[src/rtl/ones_pkg.sv]
// Shared constants, width derivations and FSM state type for the ones-count frame accumulator.
package ones_pkg;

  localparam int DEFAULT_MAX_WORDS = 64;
  localparam int COUNT_W = 5;
  localparam logic [COUNT_W-1:0] COUNT_MAX = 5'd16;

  typedef enum logic [1:0] {
    IDLE,
    ACCUM,
    HOLD
  } state_t;

  function automatic int total_width(input int max_words);
    return $clog2(16 * max_words + 1);
  endfunction

  function automatic int words_width(input int max_words);
    return $clog2(max_words + 1);
  endfunction

endpackage

[src/rtl/ones_result_reg.sv]
// Output holding register: loads a finished frame, holds it until taken, drops valid on release.
module ones_result_reg #(
  parameter int TOTAL_W = 11,
  parameter int WORDS_W = 7
) (
  input  logic               clk,
  input  logic               rst,
  input  logic               load,
  input  logic [TOTAL_W-1:0] load_total,
  input  logic [WORDS_W-1:0] load_words,
  input  logic               load_ovf,
  input  logic               load_bad,
  input  logic               out_ready,
  output logic               out_valid,
  output logic [TOTAL_W-1:0] out_total,
  output logic [WORDS_W-1:0] out_words,
  output logic               out_ovf,
  output logic               out_bad
);

  // NOTE: sequential state uses non-blocking assignments so every register samples pre-edge values.
  always_ff @(posedge clk) begin
    if (rst) begin
      out_valid <= 1'b0;
      out_total <= '0;
      out_words <= '0;
      out_ovf   <= 1'b0;
      out_bad   <= 1'b0;
    end else if (load) begin
      // A new result replaces a held one in the same cycle it is taken.
      out_valid <= 1'b1;
      out_total <= load_total;
      out_words <= load_words;
      out_ovf   <= load_ovf;
      out_bad   <= load_bad;
    end else if (out_valid && out_ready) begin
      out_valid <= 1'b0;
    end
  end

endmodule

[src/rtl/ones_frame_accumulator.sv]
// Sums per-word ones counts over a frame, with clamping, word-count saturation and sticky flags.
module ones_frame_accumulator
  import ones_pkg::*;
#(
  parameter int MAX_WORDS = DEFAULT_MAX_WORDS,
  localparam int TOTAL_W = total_width(MAX_WORDS),
  localparam int WORDS_W = words_width(MAX_WORDS)
) (
  input  logic               clk,
  input  logic               rst,
  input  logic               in_valid,
  output logic               in_ready,
  input  logic [COUNT_W-1:0] in_count,
  input  logic               in_last,
  output logic               out_valid,
  input  logic               out_ready,
  output logic [TOTAL_W-1:0] out_total,
  output logic [WORDS_W-1:0] out_words,
  output logic               out_ovf,
  output logic               out_bad
);

  state_t             state, state_next;
  logic [TOTAL_W-1:0] acc, acc_next;
  logic [WORDS_W-1:0] words, words_next;
  logic               ovf, ovf_next;
  logic               bad, bad_next;
  logic               accept;
  logic               saturated;
  logic               over;
  logic [COUNT_W-1:0] clamped;

  assign in_ready  = !out_valid || out_ready;
  assign accept    = in_valid && in_ready;
  assign over      = in_count > COUNT_MAX;
  assign clamped   = over ? COUNT_MAX : in_count;
  assign saturated = (words == WORDS_W'(MAX_WORDS));

  // Frame totals including the current beat; a beat at saturation is dropped but flagged.
  always_comb begin
    acc_next   = saturated ? acc : acc + TOTAL_W'(clamped);
    words_next = saturated ? words : words + WORDS_W'(1);
    ovf_next   = ovf || saturated;
    bad_next   = bad || over;
  end

  // NOTE: every combinational output gets a default first so no path can infer a latch.
  always_comb begin
    state_next = state;
    if (accept) begin
      state_next = in_last ? HOLD : ACCUM;
    end else if (state == HOLD && out_ready) begin
      state_next = IDLE;
    end
  end

  always_ff @(posedge clk) begin
    if (rst) begin
      state <= IDLE;
      acc   <= '0;
      words <= '0;
      ovf   <= 1'b0;
      bad   <= 1'b0;
    end else begin
      state <= state_next;
      if (accept) begin
        if (in_last) begin
          acc   <= '0;
          words <= '0;
          ovf   <= 1'b0;
          bad   <= 1'b0;
        end else begin
          acc   <= acc_next;
          words <= words_next;
          ovf   <= ovf_next;
          bad   <= bad_next;
        end
      end
    end
  end

  ones_result_reg #(
    .TOTAL_W (TOTAL_W),
    .WORDS_W (WORDS_W)
  ) u_result (
    .clk        (clk),
    .rst        (rst),
    .load       (accept && in_last),
    .load_total (acc_next),
    .load_words (words_next),
    .load_ovf   (ovf_next),
    .load_bad   (bad_next),
    .out_ready  (out_ready),
    .out_valid  (out_valid),
    .out_total  (out_total),
    .out_words  (out_words),
    .out_ovf    (out_ovf),
    .out_bad    (out_bad)
  );

endmodule
[config.mk]
export PLATFORM = sky130hd
export DESIGN_NAME = ones_frame_accumulator
export DESIGN_NICKNAME = d
export VERILOG_FILES = /design/src/rtl/ones_pkg.sv /design/src/rtl/ones_result_reg.sv /design/src/rtl/ones_frame_accumulator.sv
export SDC_FILE = /design/constraint.sdc
export NUM_CORES = 1
export LEC_CHECK = 0
export ABC_AREA = 1
export CAP_MARGIN = 5
export CORE_AREA = 5 5 77 72
export CTS_CLUSTER_SIZE = 30
export DETAILED_ROUTE_END_ITERATION = 16
export DIE_AREA = 0 0 82 77
export PLACE_DENSITY = 0.7
export REMOVE_ABC_BUFFERS = 1
export SYNTH_ARGS = -nofsm -noshare
export SYNTH_HDL_FRONTEND = slang
export SYNTH_HIERARCHICAL = 1
export SYNTH_SLANG_ARGS = --single-unit
[constraint.sdc]
create_clock -name clk -period 2.13 [get_ports clk]
set_input_delay 0.213 -clock clk [delete_from_list [all_inputs] [get_ports clk]]
set_output_delay 0.213 -clock clk [all_outputs]
set_load 0.005 [all_outputs]
==> run summary <==
Layout Skew: 7.596 ps
# DRC: 0
#FFs+latches synth: 41
floorplan row count: 24
worst hold path type: in2reg
RSZ-0062 raised after global routing: no
Synth area leader: dfxtp_1
Detail Placement HPWL: 3.530 mm
Synth cell types: 33
maximum VDD drop: 358.3 uV
pin count of the biggest net entering global routing: 22
vias in the first global route: 1921
die width: 82 um
die area: 6314 um^2
DR vias: 2083
CP Class: in2reg
Fin. Hold Viols: 0
Synth Instances: 319
share of cells above drive strength 1: 0.2075
Chip Height: 77 um
outcome: finished clean
setup TNS: 0 ps
initial antenna violation count: 0
Synth area leaders: dfxtp_1 (37%), nand2_1 (12%), nor2_1 (9.9%)
CTS tree: built
post-synthesis sequential area ratio: 0.3736
core area: 4684 um^2
FMAX: 521.3 MHz
critical path arrival: 2110 ps
Routed wire per std cell: 11.72 um
hold slack: 456.0 ps
pwr/cell area: 570.5 nW/um^2
Starting Density: 0.4690
CP Max Fanout: 6
Detail Route Antenna Nets: 0
crit share post-route: 0.9006
detail-routed via count per cell: 4.778
CTS max path bufs: 2
Cell Area, Synth: 2197 um^2
Num Clock Sinks: 41
first-pass GRT wire length: 8.735 mm
ANT cells: 0
Max Cap Viol: 0
Slew HR: 0.6051
Overall Global Routing Usage: 0.1748
final max-slew violation count: 0
CTS hold repair buffers: 0
Setup crit end kind: flop
r2r setup slk: 310 ps
number of iterations in the first detailed-routing pass: 4
drt total wl: 5.109 mm
insertion delay to the later sink of the worst-skew pair: 300 ps
grt total ovfl: 0
H-tree depth: 2
crit start category: primary input
area grow syn2layout: 29.73%
yosys warns: 6
Detailed Route Iter0 Violations: 97
I/O pin cnt: 32
data required time of the worst path: 2320 ps
gpl congestion: 0.8259
Post-layout nets: 388
IO buf count: 31
final period demand of the worst path: 1918 ps
# setup viols final: 0
clock transition at the registers of the reported paths: 70 ps
top cell type's share of synthesized area: 0.3736
Lkg Pwr: 1.318 nW
syn_area_per_cell: 6.887 um^2
CTS Buf Count: 5
Clock Tree Root: clkbuf_8
pin slew with the least headroom to its limit: 591.7 ps
Core Util, Final: 0.6084
overall power: 0.001626 W
## cells by family after synthesis
group	after synthesis	synth area share
compound gates	50	0.1276
xor+xnor	4	0.02278
fa+ha+maj	8	0.04897
buf+inv	52	0.1071
flops	41	0.3736
simple gates	164	0.3200
## worst paths after layout
kind         cells after the start                            endpoint                start
max                             17  u_result/out_total[8]$_SDFFE_PP0P_          in_count[2]
min                              5                    bad$_SDFFE_PP0P_          in_count[0]
max reg2reg                     12  u_result/out_total[8]$_SDFFE_PP0P_  acc[0]$_SDFFE_PP0P_
min reg2reg                      2                    ovf$_SDFFE_PP0P_     ovf$_SDFFE_PP0P_
## registers in the layout, summed over array words and instances, names as in the netlist
signal,flops
u_result/out_words,7
bad,1
acc,11
ovf,1
u_result/out_ovf,1
u_result/out_bad,1
words,7
u_result/out_total,11
u_result/out_valid,1
## where the power goes
| part | switching (W) | internal [W] | total, W |
|---|---|---|---|
| combinational | 0.000124 | 0.000125 | 0.000249 |
| sequential | 0.0000169 | 0.000798 | 0.000815 |
| clock | 0.000269 | 0.000293 | 0.000562 |
## cells in the mapped netlist
cell type	count
o21ai_1	6
fa_1	1
o21ai_2	2
ha_1	7
clkbuf_4	2
buf_2	2
nor2_2	3
nand2_2	6
nand3_1	15
nand4_1	1
buf_6	2
inv_2	4
dfxtp_1	41
o21a_1	1
nand3_2	3
buf_4	4
a22oi_1	2
buf_1	1
nand2_4	1
a21oi_1	18
inv_1	36
and2_1	2
nand3b_1	1
clkbuf_1	1
xor2_1	2
xor2_2	2
a21oi_2	4
o21ai_0	17
or2_2	2
nor2_1	58
nor3_1	1
or2_1	1
nand2_1	70
## critical path, stage by stage
cell	delay, ps
clkdlybuf4s15_1	160
inv_1	80
nand3_2	70
o21a_1	180
nor2_1	100
ha_2	190
inv_2	40
fa_2	350
inv_2	60
nand3_2	60
nand2_2	90
nand2_2	60
nand2_4	100
nand3_2	70
and2_1	160
nor2_1	80
nor2_1	50
## metal layers
layer  vias up  GRT usage  part of all wire
met5         -          0                 0
met1       945     0.2251              0.47
met4         0    0.05980             0.012
met3         7    0.03630             0.038
li1       1093          -                 -
met2        38     0.2859              0.48
## cell usage in the layout (no fill, tap or decap), types with 3 or more instances in the layout
master,n
nand2_2,12
nor2_1,58
nand3_1,10
o21ai_1,6
o21ai_0,17
clkbuf_8,7
a21oi_2,4
a21oi_1,18
nor2_2,3
clkdlybuf4s15_1,3
inv_2,7
nand3_2,8
dfxtp_1,41
buf_4,25
clkdlybuf4s50_1,26
nand2_1,63
inv_1,33
ha_1,6
## timing repair
item | in CTS | in global routing
gates resized for setup | 10 | 16
cloned | 0 | 0
hold endpoints to repair | 0 | 0
endpoints found under the setup margin | 7 | 11
pin swaps | 15 | 15
setup buffers | 5 | 3
## through the flow
stage	cells	worst slack (ps)	instance area, um^2
6_report	436	211.8	2850
5_1_grt	436	10.25	2850
4_1_cts	433	25.73	2789
3_5_place_dp	420	-509.6	2631
3_3_place_gp	420	-454.4	2631
2_1_floorplan	307	10.79	2112
## final cells by class
type                            instances  area, um^2
Tap cell                               65       81.33
Fill cell                             447        1834
Clock buffer                            7       96.34
Timing Repair Buffer                   56       503.0
Multi-Input combinational cell        226        1194
Sequential cell                        41       820.8
Clock inverter                          1       5.005
Inverter                               40       150.1
No activity file was read; power rests on OpenSTA's default activity.
==> RTL change (config.mk and constraints unchanged) <==
Reset style: asynchronous (`rst`), changed in 2 clocked blocks.
--- a/src/rtl/ones_result_reg.sv
+++ b/src/rtl/ones_result_reg.sv
@@ -19,7 +19,7 @@
 );
 
   // NOTE: sequential state uses non-blocking assignments so every register samples pre-edge values.
-  always_ff @(posedge clk) begin
+  always_ff @(posedge clk or posedge rst) begin
     if (rst) begin
       out_valid <= 1'b0;
       out_total <= '0;
--- a/src/rtl/ones_frame_accumulator.sv
+++ b/src/rtl/ones_frame_accumulator.sv
@@ -54,7 +54,7 @@
     end
   end
 
-  always_ff @(posedge clk) begin
+  always_ff @(posedge clk or posedge rst) begin
     if (rst) begin
       state <= IDLE;
       acc   <= '0;
Function: differs if rst is asserted again (counterexample within 4 cycles, from zero or initial values and one cycle with rst high); with rst held inactive, the same outputs for 4 cycles.
==> RTL change against the unedited design <==
Cell area up 7.9%; die area unchanged; highest routed layer unchanged; synthesized area up 14%; wire length down 3.4%; synthesized cell count down 1.6%; sequential cell count unchanged; hold slack worse by 0.34 ns; worst setup slack worse by 0.13 ns.
Power is not compared: it rests on default switching activity, and its combinational part moved more than twofold at a synthesized area within 25%.
==> RTL change: results (changes against the unedited design) <==
\begin{tabular}{lr}
\hline
Metric & Value \\
\hline
\multicolumn{2}{l}{\textbf{Synth}} \\
Ranking of synthesized cells by instance count & sky130\_fd\_sc\_hd\_\_nand2\_1, sky130\_fd\_sc\_hd\_\_inv\_1, sky130\_fd\_sc\_hd\_\_dfrtp\_1, sky130\_fd\_sc\_hd\_\_nand2\_2, sky130\_fd\_sc\_hd\_\_nand2\_4 \\
Top cells by area in the synthesized netlist & sky130\_fd\_sc\_hd\_\_dfrtp\_1, sky130\_fd\_sc\_hd\_\_nand2\_1, sky130\_fd\_sc\_hd\_\_nand2\_4 \\
Post-synth ARST share & 1.000 (+1.000) \\
Part of the Yosys area used for sequential elements & 0.4106 (+0.03704) \\
\multicolumn{2}{l}{\textbf{Global route}} \\
M3 GR Usage & 0.02459 (-0.01171) \\
Met1 layer usage reported by global route & 0.2650 (+0.03989) \\
GRT Util Overall & 0.1743 (-0.0005155) \\
Vias in the first global route & 1880 (-2.1\%) \\
Wire length of the first global-routing pass & 8.673 mm (-0.71\%) \\
Global routing usage on met2 & 0.2512 (-0.03473) \\
\multicolumn{2}{l}{\textbf{Layout}} \\
Sequential cell area in the final layout & 0.001026 mm2 (+25\%) \\
Share of post-route cells with drive strength above 1 & 0.2333 (+0.02579) \\
Multi-input combinational area share & 0.4025 (-0.01626) \\
Fillcell total & 428 (-4.3\%) \\
Clock buffer and inverter area fraction after layout & 0.03378 (-0.001777) \\
Number of non-clock buffers & 47 (-16\%) \\
\multicolumn{2}{l}{\textbf{Timing}} \\
Final worst hold slack & 0.1199 ns (-0.3361 ns) \\
Final worst path period need & 2.047 ns (+0.1290 ns) \\
\multicolumn{2}{l}{\textbf{Critical path}} \\
Critical Path Sink & acc[2]\$\_DFFE\_PP0P\_ \\
Reg2reg path depth & 13 (+1) \\
Crit Path Max Fanout & 3 (-3) \\
R2r setup slk & 0.40 ns (+0.09 ns) \\
Critical Path AT & 2.26 ns (+0.15 ns) \\
Slowest cell on the critical path & sky130\_fd\_sc\_hd\_\_clkdlybuf4s50\_1 \\
\multicolumn{2}{l}{\textbf{Placement}} \\
Setup WS pre-CTS & -0.2768 ns (+0.2328 ns) \\
Number of placed instances, taps included & 417 (-0.71\%) \\
\multicolumn{2}{l}{\textbf{Status}} \\
Result of the run & complete, no violations \\
\multicolumn{2}{l}{\textbf{Detailed routing}} \\
Vias & 2012 (-3.4\%) \\
First-iteration detailed-routing DRC count & 102 (+5.2\%) \\
\hline
\end{tabular}
## RTL change: cell types whose count changed after synthesis, sizes merged, moves of 2 or more
cell    change
a21oi      -20
a22oi       -2
and2        -2
clkbuf      -3
dfrtp      +41
dfxtp      -41
inv        +12
nand2      +61
nor2       -43
o21ai      -15
o22ai       +7
xor2        -2
## RTL change: what timing repair did
| item | CTS | global route |
|---|---|---|
| gates resized for setup | 0 | 16 |
| setup buffers | 0 | 1 |
| hold buffers | 0 | 0 |
| setup endpoints to repair | 0 | 12 |
## RTL change: kinds of logic after synthesis
group | after synthesis | share of synthesized area
and+or+nand+nor | 181 | 0.3766
AOI/OAI and AO/OA | 22 | 0.05308
xor gates and xnor gates | 2 | 0.007012
DFF | 41 | 0.4106
buffers and inverters | 60 | 0.1097
adders and majority gates | 8 | 0.04306
